<file path="src/rtl/irq_pkg.sv">
// Shared definitions for the interrupt scheduler: injection FSM encoding and
// the idle instruction word.
package irq_pkg;

    typedef enum logic [1:0] {
        ST_IDLE   = 2'd0,
        ST_INJECT = 2'd1,
        ST_GAP    = 2'd2
    } irq_state_e;

    localparam logic [31:0] NOP_WORD = 32'h0000_0000;
    localparam int unsigned GAP_W    = 4;

endpackage

</file>
<file path="src/rtl/irq_fifo.sv">
// Synchronous FIFO holding queued interrupt instruction words; pointers wrap
// naturally because DEPTH is a power of two.
module irq_fifo
    import irq_pkg::*;
#(
    parameter int unsigned WIDTH = 32,
    parameter int unsigned DEPTH = 4
) (
    input  logic                     clk,
    input  logic                     rst_n,
    input  logic                     push,
    input  logic [WIDTH-1:0]         push_data,
    input  logic                     pop,
    output logic [WIDTH-1:0]         head,
    output logic [$clog2(DEPTH):0]   count
);

    localparam int unsigned AW    = $clog2(DEPTH);
    localparam int unsigned CNT_W = AW + 1;

    logic [WIDTH-1:0] mem_q [DEPTH];
    logic [WIDTH-1:0] mem_d [DEPTH];
    logic [AW-1:0]    wr_ptr_q, wr_ptr_d;
    logic [AW-1:0]    rd_ptr_q, rd_ptr_d;
    logic [CNT_W-1:0] count_q, count_d;
    logic             push_ok_s, pop_ok_s;

    // Pointer, storage and occupancy update; push/pop are ignored when they
    // would over- or under-run the queue.
    always_comb begin
        mem_d     = mem_q;
        wr_ptr_d  = wr_ptr_q;
        rd_ptr_d  = rd_ptr_q;
        count_d   = count_q;
        push_ok_s = push && (count_q < CNT_W'(DEPTH));
        pop_ok_s  = pop && (count_q != '0);
        if (push_ok_s) begin
            mem_d[wr_ptr_q] = push_data;
            wr_ptr_d        = wr_ptr_q + AW'(1);
        end else begin
            wr_ptr_d = wr_ptr_q;
        end
        if (pop_ok_s) begin
            rd_ptr_d = rd_ptr_q + AW'(1);
        end else begin
            rd_ptr_d = rd_ptr_q;
        end
        case ({push_ok_s, pop_ok_s})
            2'b10:   count_d = count_q + CNT_W'(1);
            2'b01:   count_d = count_q - CNT_W'(1);
            default: count_d = count_q;
        endcase
    end

    // FIFO state registers
    always_ff @(posedge clk or negedge rst_n) begin
        if (!rst_n) begin
            for (int i = 0; i < int'(DEPTH); i++) begin
                mem_q[i] <= '0;
            end
            wr_ptr_q <= '0;
            rd_ptr_q <= '0;
            count_q  <= '0;
        end else begin
            mem_q    <= mem_d;
            wr_ptr_q <= wr_ptr_d;
            rd_ptr_q <= rd_ptr_d;
            count_q  <= count_d;
        end
    end

    assign head  = mem_q[rd_ptr_q];
    assign count = count_q;

endmodule

</file>
<file path="src/rtl/irq_scheduler.sv">
// Round-robin collection of interrupt requests into a FIFO and paced injection
// of the queued words into the processor's interrupt_instruction input.
module irq_scheduler
    import irq_pkg::*;
#(
    parameter int unsigned NUM_SRC    = 4,
    parameter int unsigned FIFO_DEPTH = 4,
    parameter int unsigned GAP        = 3,
    parameter logic [31:0] NOP        = NOP_WORD
) (
    input  logic                          clock,
    input  logic                          reset,
    input  logic [NUM_SRC-1:0]            src_req,
    input  logic [32*NUM_SRC-1:0]         src_instr,
    output logic [NUM_SRC-1:0]            src_ack,
    input  logic                          enable,
    input  logic                          clear_overflow,
    output logic [31:0]                   interrupt_instruction,
    output logic                          inject_valid,
    output logic [$clog2(FIFO_DEPTH):0]   fifo_count,
    output logic                          overflow
);

    localparam int unsigned PTR_W = (NUM_SRC > 1) ? $clog2(NUM_SRC) : 1;
    localparam int unsigned CNT_W = $clog2(FIFO_DEPTH) + 1;

    irq_state_e         state_q, state_d;
    logic [GAP_W-1:0]   gap_cnt_q, gap_cnt_d;
    logic [NUM_SRC-1:0] ack_q, ack_d;
    logic [PTR_W-1:0]   rr_ptr_q, rr_ptr_d;
    logic               overflow_q, overflow_d;
    logic [31:0]        instr_q, instr_d;
    logic               valid_q, valid_d;

    logic [PTR_W:0]     pick_s;
    logic               grant_found_s, fifo_full_s, push_s, launch_s;
    logic [PTR_W-1:0]   grant_idx_s;
    logic [31:0]        push_word_s, head_s;
    logic [CNT_W-1:0]   count_s;

    // Returns {found, index}; the eligible source closest to ptr (upwards, wrapping) wins.
    function automatic logic [PTR_W:0] rr_pick(input logic [NUM_SRC-1:0] elig,
                                               input logic [PTR_W-1:0]   ptr);
        logic             found;
        logic [PTR_W-1:0] sel;
        logic [PTR_W-1:0] idx;
        found = 1'b0;
        sel   = ptr;
        for (int i = int'(NUM_SRC) - 1; i >= 0; i--) begin
            idx = PTR_W'((int'(ptr) + i) % int'(NUM_SRC));
            if (elig[idx]) begin
                found = 1'b1;
                sel   = idx;
            end else begin
                found = found;
            end
        end
        return {found, sel};
    endfunction

    // Arbitration, acknowledge generation and sticky overflow tracking
    always_comb begin
        pick_s        = rr_pick(src_req & ~ack_q, rr_ptr_q);
        grant_found_s = pick_s[PTR_W];
        grant_idx_s   = pick_s[PTR_W-1:0];
        fifo_full_s   = (count_s == CNT_W'(FIFO_DEPTH));
        push_s        = grant_found_s && !fifo_full_s;
        push_word_s   = src_instr[32*grant_idx_s +: 32];
        ack_d         = '0;
        rr_ptr_d      = rr_ptr_q;
        if (push_s) begin
            ack_d    = NUM_SRC'(1) << grant_idx_s;
            rr_ptr_d = (grant_idx_s == PTR_W'(NUM_SRC - 1)) ? '0 : grant_idx_s + PTR_W'(1);
        end else begin
            ack_d    = '0;
            rr_ptr_d = rr_ptr_q;
        end
        if (grant_found_s && fifo_full_s) begin
            overflow_d = 1'b1;
        end else if (clear_overflow) begin
            overflow_d = 1'b0;
        end else begin
            overflow_d = overflow_q;
        end
    end

    // Arbiter registers
    always_ff @(posedge clock or negedge reset) begin
        if (!reset) begin
            ack_q      <= '0;
            rr_ptr_q   <= '0;
            overflow_q <= 1'b0;
        end else begin
            ack_q      <= ack_d;
            rr_ptr_q   <= rr_ptr_d;
            overflow_q <= overflow_d;
        end
    end

    irq_fifo #(
        .WIDTH (32),
        .DEPTH (FIFO_DEPTH)
    ) u_fifo (
        .clk       (clock),
        .rst_n     (reset),
        .push      (push_s),
        .push_data (push_word_s),
        .pop       (launch_s),
        .head      (head_s),
        .count     (count_s)
    );

    // Injection FSM state register
    always_ff @(posedge clock or negedge reset) begin
        if (!reset) begin
            state_q   <= ST_IDLE;
            gap_cnt_q <= '0;
        end else begin
            state_q   <= state_d;
            gap_cnt_q <= gap_cnt_d;
        end
    end

    // Next state: INJECT plus the GAP cycles span GAP cycles of NOP before IDLE can relaunch.
    always_comb begin
        state_d   = state_q;
        gap_cnt_d = gap_cnt_q;
        case (state_q)
            ST_IDLE: begin
                if (launch_s) begin
                    state_d = ST_INJECT;
                end else begin
                    state_d = ST_IDLE;
                end
            end
            ST_INJECT: begin
                if (GAP <= 1) begin
                    state_d = ST_IDLE;
                end else begin
                    state_d   = ST_GAP;
                    gap_cnt_d = GAP_W'(GAP);
                end
            end
            ST_GAP: begin
                gap_cnt_d = gap_cnt_q - GAP_W'(1);
                if (gap_cnt_q <= GAP_W'(2)) begin
                    state_d = ST_IDLE;
                end else begin
                    state_d = ST_GAP;
                end
            end
            default: begin
                state_d   = ST_IDLE;
                gap_cnt_d = '0;
            end
        endcase
    end

    // FSM outputs: launch pops the FIFO head onto the instruction bus
    always_comb begin
        launch_s = (state_q == ST_IDLE) && enable && (count_s != '0);
        if (launch_s) begin
            instr_d = head_s;
            valid_d = 1'b1;
        end else begin
            instr_d = NOP;
            valid_d = 1'b0;
        end
    end

    // Registered injection outputs
    always_ff @(posedge clock or negedge reset) begin
        if (!reset) begin
            instr_q <= NOP;
            valid_q <= 1'b0;
        end else begin
            instr_q <= instr_d;
            valid_q <= valid_d;
        end
    end

    assign src_ack               = ack_q;
    assign interrupt_instruction = instr_q;
    assign inject_valid          = valid_q;
    assign fifo_count            = count_s;
    assign overflow              = overflow_q;

endmodule
</file>
<file path="config.mk">
export PLATFORM = sky130hd
export DESIGN_NAME = irq_scheduler
export DESIGN_NICKNAME = d
export VERILOG_FILES = /design/src/rtl/irq_pkg.sv /design/src/rtl/irq_fifo.sv /design/src/rtl/irq_scheduler.sv
export SDC_FILE = /design/constraint.sdc
export NUM_CORES = 1
export LEC_CHECK = 0
export CORE_MARGIN = 1.5
export CORE_UTILIZATION = 39
export CTS_BUF_LIST = sky130_fd_sc_hd__clkbuf_4 sky130_fd_sc_hd__clkbuf_8
export DETAILED_ROUTE_END_ITERATION = 8
export DONT_BUFFER_PORTS = 1
export GPL_TIMING_DRIVEN = 0
export MAX_ROUTING_LAYER = met4
export PLACE_DENSITY = 0.58
export SETUP_SLACK_MARGIN = 0.4
export SYNTH_ARGS = -nofsm -noshare
export SYNTH_HDL_FRONTEND = slang
export SYNTH_HIERARCHICAL = 1
export SYNTH_SLANG_ARGS = --single-unit
export TNS_END_PERCENT = 5
</file>
<file path="constraint.sdc">
create_clock -name clock -period 4.1 [get_ports clock]
set_input_delay 0.82 -clock clock [delete_from_list [all_inputs] [get_ports clock]]
set_output_delay 0.82 -clock clock [all_outputs]
set_load 0.01 [all_outputs]
</file>
# ---- After elaboration in Yosys (flattened, before gate mapping)
# Index checks and enable logic that the tools add are counted.
dict set report op_classes {
  addsub 9
  magnitude_cmp 9
  n_eq_ne 6
  n_shift 2
  muxes 33
  bitwise 4
  reduce_logical 12
}
# op count
set op_table {}
lappend op_table {{128-bit bitwise mux} 1}
lappend op_table {{32-bit two-way mux} 4}
lappend op_table {{128-bit by 8-bit variable part select with 32-bit output} 1}
lappend op_table {{32-bit binary-select mux with 2-bit select} 1}
lappend op_table {{32-bit demux with 2-bit select} 1}
lappend op_table {{2-bit by 3-bit less-than comparator with 1-bit output, second input constant} 4}
lappend op_table {{1-bit two-way mux} 12}
lappend op_table {{2-bit two-way mux} 6}
lappend op_table {{4-bit one-hot mux with 3 select lines} 1}
lappend op_table {{2-bit by 1-bit adder with 2-bit output, second input constant} 4}
lappend op_table {{1-bit binary-select mux with 2-bit select} 4}
lappend op_table {{1-bit logical AND} 7}
lappend op_table {{2-bit equality test, second input constant} 3}
lappend op_table {{3-bit >= comparator, second input constant} 2}
lappend op_table {{2-bit NOT with 3-bit output} 2}
lappend op_table {{2-bit one-hot mux with 3 select lines} 1}
lappend op_table {{3-bit one-hot mux with 2 select lines} 1}
lappend op_table {{2-bit adder, second input constant} 2}
lappend op_table {{4-bit AND} 1}
lappend op_table {{2-bit by 1-bit equality test with 1-bit output, second input constant} 2}
lappend op_table {{4-bit by 2-bit <= comparator with 1-bit output, second input constant} 1}
lappend op_table {{4-bit two-way mux} 1}
lappend op_table {{4-bit NOT} 1}
lappend op_table {{2-bit nonzero test} 2}
lappend op_table {{other kinds (10)} 10}
dict set report totals {
  ff_bits 181
  out_inout_bits 41
  word_cells 89
}

# ---- Logic depth before layout (Yosys ltp)
dict set report depth {
  depth_word 12
  depth_mapped 12
  mapped_depth_nobuf 11
}

# ---- Hierarchy
# Netlist, hierarchy kept.
# mod n_inst cells_per_inst area_per_inst_um2 seq_area_each_um2
set by_module_without_submodules {}
lappend by_module_without_submodules {irq_fifo 1 345 6580.1 3378.2}
lappend by_module_without_submodules {irq_scheduler 1 254 2885.3 1151.1}

# ---- Least setup slack after synthesis
# OpenSTA, ideal clock, no wires.
dict set report synth_path {
  path_type {input port to flip-flop}
  from {input port src_req[3]}
  to {register u_fifo.count_q[2], in the netlist u_fifo/count[2]}
  arrival_time_ps 2607
  path_slack_ps 1359
  cell_stages 12
  path_buffers 1
  cell_sequence {nor2b_4 -> and4b_1 -> a21oi_2 -> nor2b_2 -> buf_12 -> inv_1 -> ha_1 -> inv_1 -> fa_1 -> xor2_1 -> nor2_1 -> xor2_1}
}
dict set report synth_via {
  elab_chain_cells 11
}
# item line
set synth_rtl {}
lappend synth_rtl {{from (decl)} irq_scheduler.sv:13} ;# input logic [NUM_SRC-1:0] src_req,
lappend synth_rtl {{4-bit AND (*)} irq_scheduler.sv:63} ;# pick_s = rr_pick(src_req & ~ack_q, rr_ptr_q);
lappend synth_rtl {{1-bit binary-select mux with 2-bit select} irq_scheduler.sv:51} ;# if (elig[idx]) begin
lappend synth_rtl {{1-bit two-way mux (implied by the code)} irq_scheduler.sv:51}
lappend synth_rtl {{1-bit two-way mux (3 in a row)} irq_scheduler.sv:51}
lappend synth_rtl {{1-bit two-way mux (*)} irq_scheduler.sv:51}
lappend synth_rtl {{1-bit logical AND (*)} irq_scheduler.sv:67} ;# push_s = grant_found_s && !fifo_full_s;
lappend synth_rtl {{via push_s} irq_scheduler.sv:36} ;# logic grant_found_s, fifo_full_s, push_s, launch_s;
lappend synth_rtl {{1-bit logical AND (*)} irq_fifo.sv:35} ;# push_ok_s = push && (count_q < CNT_W'(DEPTH));
lappend synth_rtl {{2-bit by 1-bit equality test with 1-bit output / 2-bit equality test (equally long branches)} irq_fifo.sv:48} ;# case ({push_ok_s, pop_ok_s})
lappend synth_rtl {{3-bit one-hot mux with 2 select lines / 2-bit nonzero test (equally long branches)} n/a}
lappend synth_rtl {{to (signal assigned)} irq_fifo.sv:68} ;# count_q <= count_d;
lappend synth_rtl {{to (decl)} irq_fifo.sv:25} ;# logic [CNT_W-1:0] count_q, count_d;
# Mark *: on every way through the listed nets, which the timed path passes. The rest lies on a longest branch. The select of a mux whose other input is x is not followed.
# A chain may end at the register's enable or synchronous reset.

# ---- Worst setup path in the final report
dict set report layout_path {
  from {register state_q[0]}
  to {register u_fifo.count_q[2], in the netlist u_fifo/count[2]}
}
dict set report layout_via {
  elab_chain_cells 6
}
# item line
set layout_rtl {}
lappend layout_rtl {{from (decl)} irq_scheduler.sv:27} ;# irq_state_e state_q, state_d;
lappend layout_rtl {{from (signal assigned)} irq_scheduler.sv:119} ;# state_q <= state_d;
lappend layout_rtl {{2-bit zero test (*)} irq_scheduler.sv:161} ;# launch_s = (state_q == ST_IDLE) && enable && (count_s != '0);
lappend layout_rtl {{1-bit logical AND (*) (2 in a row)} irq_scheduler.sv:161}
lappend layout_rtl {{via launch_s} irq_scheduler.sv:36}
lappend layout_rtl {{1-bit logical AND (*)} irq_fifo.sv:36} ;# pop_ok_s = pop && (count_q != '0);
lappend layout_rtl {{via u_fifo.pop_ok_s} irq_fifo.sv:26} ;# logic push_ok_s, pop_ok_s;
lappend layout_rtl {{2-bit by 1-bit equality test with 1-bit output / 2-bit equality test (equally long branches)} irq_fifo.sv:48}
lappend layout_rtl {{3-bit one-hot mux with 2 select lines / 2-bit nonzero test (equally long branches)} n/a}
# Mark *: on every way through the listed nets, which the timed path passes. The rest lies on a longest branch.

==> key figures <==
Global route
  – First-pass GRT wire length: ~34000 µm
  – Vias in the first global route: 5635
  – Tot GR Track Use: between 10% and 20%
  – Largest net degree at the start of global routing: 182
  – Initial antenna violation count: 0
  – Total congestion overflow: 0

Timing
  – Fin Hold WS: between 0.04 and 0.05 ns
  – Unrepaired setup endpoints after global routing: no
  – Fin Clk Skew: around 0.012 ns
  – Pins over their slew limit: 0
  – Final Cycle Share: slightly below 80%
  – FMAX: ~310 MHz
  – Final min period: ~3.2 ns
  – Setup-failing EPs final: 0
  – Worst-Margin Slew: 0.824 ns
  – Fin Setup TNS: 0 ns
  – Final Hold Fails: 0
  – Slew headroom: between 40% and 50%

Die
  – Die Height: between 150 and 200 µm
  – Rows: 56
  – Die X: approximately 160 µm
  – Initial core utilization: about 40%
  – Die ar.: 0.0252 mm²
  – Core ar.: ~0.024 mm²
  – I/O Pins: between 150 and 200

Pwr
  – LEAKAGE: 5.02 nW
  – Pwr per Cell Area: approximately 920 mW/mm²
  – Peak VDD IR: 0.000309 V
  – Psw: ~3.3 mW
  – Power share of the clock group: 14.4%
  – P_int: approximately 6.1 mW
  – Total power: 9.48 mW
  – Reg power frac: between 30% and 40%
  – Comb pwr share: roughly half
  – Switching Fraction: a little over a third

Yosys
  – Post-synth top cells: dfrtp_1, mux2_4, mux2i_1, and2_1, mux4_2
  – Seq cells post-synth: between 150 and 200
  – Top-count cell post-synth: dfrtp_1
  – Synth Area in XOR/XNOR: less than 1%
  – Sequential-to-total area share from yosys stat: roughly 48%
  – Net Count, Synth: 748
  – Ys async rst share: between 90% and 100%
  – Syn Inst Count: around 600
  – Post-synthesis mux area share: between 30% and 40%
  – Fraction of the mapped netlist area in simple logic gates: under 10%
  – Mapped cell area: between 0.009 and 0.01 mm²
  – Top cell type's share of synthesized area: between 40% and 50%
  – Post-synth top flop: dfrtp_1
  – Top post-synthesis cells by area: dfrtp_1, mux2_4, mux2i_1, mux4_2, buf_12
  – Avg Cell Area, Syn: between 15 and 20 µm²
  – Main combinational cell family by area after synthesis: multiplexers
  – Netlist cell types: 43
  – Post-Synth Adder-Cell Area: 1.80%
  – Number of flops mapped to enable cells by yosys: 0
  – Largest area contributor in the netlist: dfrtp_1
  – Synth Area in Compound Gates: 1.53%
  – Yosys warnings: 6

Clocking
  – Clk Latency, worst-skew pair: approximately 0.45 ns
  – Clock tree buffer depth: 2
  – Hold-fix buffers at CTS: 0
  – Total CTS buffers: 17
  – Reg clk slew, reported paths: roughly 0.09 ns
  – Post-CTS setup buffers: 0
  – H-tree depth: 4
  – CTS tree: done
  – CTS sink cnt: between 150 and 200
  – Post-CTS Resized: 0
  – CTS root buf: clkbuf_8

Critical path
  – Critical path type: flop to flop
  – Critical Path RT: between 4 and 5 ns
  – CP max stage cell: clkbuf_1
  – CP Launch Type: flop
  – CP arrival: approximately 3.6 ns
  – FF-to-FF setup slack: slightly above 0.9 ns
  – Crit. End Element: flop
  – R2R Path Start: state_q[0]
  – Critical Path Fanout Max: 11
  – Reg2reg path depth: 11
  – Max incr delay on CP: between 0.4 and 0.5 ns
  – CP cell instances: inv_1 -> ha_1 -> o311a_1 -> clkbuf_1 -> o31a_2 -> ha_1 -> inv_1 -> fa_1 -> xor2_1 -> nor2_1 -> xor2_1
  – Critical R2R Capture: u_fifo/count[2]

Drt
  – Drc violations: 0
  – DR vias: 4964
  – DR WL/cell: 23.0 µm
  – Initial DRC count: 251
  – DR pass1 iterations: 4
  – DRT Wirelength: about 22000 µm
  – Vias per std cell: approximately 5.2
  – Post-DRT Antenna Nets: 0

Layout
  – Layout area overhead: 8.98%
  – Share of layout cells above drive strength 1: between 30% and 40%
  – # diodes: 0
  – Fillers: roughly 2100
  – Final Util: a little over two fifths
  – Nets: approximately 770
  – Register area: about 0.0045 mm²
  – Multi-input logic area: around 0.0045 mm²

Placement
  – PortBufs: 0
  – Final GP Congestion: 0.714
  – Detailed Place HPWL: 14700 µm

Flow run
  – Max cap viols: 0

Outcome
  – Run status: finished, final reports clean

Min path
  – HP Class: primary input to asynchronous set/reset pin
==> per-stage QoR <==
stage | instance area, µm² | std cells | setup WS [ns]
after floorplan | 9470 | 599 | 1.36
after global placement | 9860 | 918 | 0.945
after detailed placement | 9860 | 918 | 0.894
after CTS | 10300 | 949 | 0.858
after global routing | 10300 | 949 | 0.638
final | 10300 | 949 | 0.921
==> how the worst max path moves through the flow <==
stage          startpoint  depth (start not counted)  slack (ns)         endpoint
2_1_floorplan  src_req[3]                         12        1.36  u_fifo/count[2]
3_3_place_gp   state_q[0]                         11        0.95  u_fifo/count[2]
3_5_place_dp   state_q[0]                         11        0.89  u_fifo/count[2]
4_1_cts        state_q[0]                         11        0.86  u_fifo/count[2]
5_1_grt        state_q[0]                         11        0.64  u_fifo/count[2]
6_report       state_q[0]                         11        0.92  u_fifo/count[2]
==> power groups by stage <==
stage          Combinational [mW]  Clock [mW]  Sequential [mW]
2_1_floorplan                3.93           0             3.12
4_1_cts                      4.90        1.40             3.29
3_3_place_gp                 4.75           0             3.24
5_1_grt                      5.18        1.47             3.39
3_5_place_dp                 4.87           0             3.32
6_report                     4.82        1.37             3.29
==> cell usage in the layout, fill, tap and decap left out, types with 5 or more instances in the layout <==
master | synthesis | layout
and2_1 | 33 | 33
clkbuf_8 | 0 | 21
a21oi_1 | 5 | 5
buf_8 | 5 | 5
nor2_1 | 7 | 7
ha_1 | 12 | 12
o21ai_0 | 9 | 9
mux2i_1 | 97 | 97
dfrtp_1 | 181 | 181
buf_2 | 7 | 7
mux4_2 | 32 | 32
buf_12 | 13 | 13
nor3b_1 | 5 | 5
inv_1 | 12 | 12
nand2_1 | 8 | 8
mux2_2 | 9 | 9
mux2_4 | 120 | 120
==> final cells by class <==
| type | instances | share of cell area (%) |
|---|---|---|
| multi-input cells | 370 | 43.2 |
| well taps | 319 | 3.87 |
| clock buffers | 23 | 2.95 |
| inverters | 13 | 0.485 |
| clock inverters | 8 | 1.42 |
| flip-flops and latches | 181 | 43.9 |
| plain buffers | 35 | 4.17 |
==> critical path: cells and delay by family (launching register included) <==
family                     cells  cell delay, ns
adders and majority gates      3            0.86
buffers and inverters          3            0.67
AOI/OAI and AO/OA              2            0.74
xor gates and xnor gates       2            0.30
and+or+nand+nor                1            0.13
DFF                            1            0.41
==> sequential cells by signal, summed over array words and instances, names as in the netlist <==
name / flops
u_fifo/mem_q: 128
rr_ptr_q: 2
state_q: 2
inject_valid: 1
src_ack: 4
u_fifo/count: 3
u_fifo/wr_ptr_q: 2
interrupt_instruction: 32
u_fifo/rd_ptr_q: 2
gap_cnt_q: 4
overflow: 1
==> layer usage <==
layer | global-route usage [%] | wire length (µm)
met1 | 23.4 | 9900
met2 | 29.9 | 10600
met3 | 4.08 | 992
met4 | 5.11 | 344
met5 | - | 0
==> cells by family (layout without fill, tap and decap cells) <==
family,count (synthesis),in the layout
multiplexers,258,258
flip-flops,181,181
AND/OR/NAND/NOR,70,70
buffers and inverters,48,79
AO/OA/AOI/OAI,23,23
adder cells (fa/ha/maj),13,13
XOR/XNOR,6,6
No activity file was read; power rests on OpenSTA's default activity.
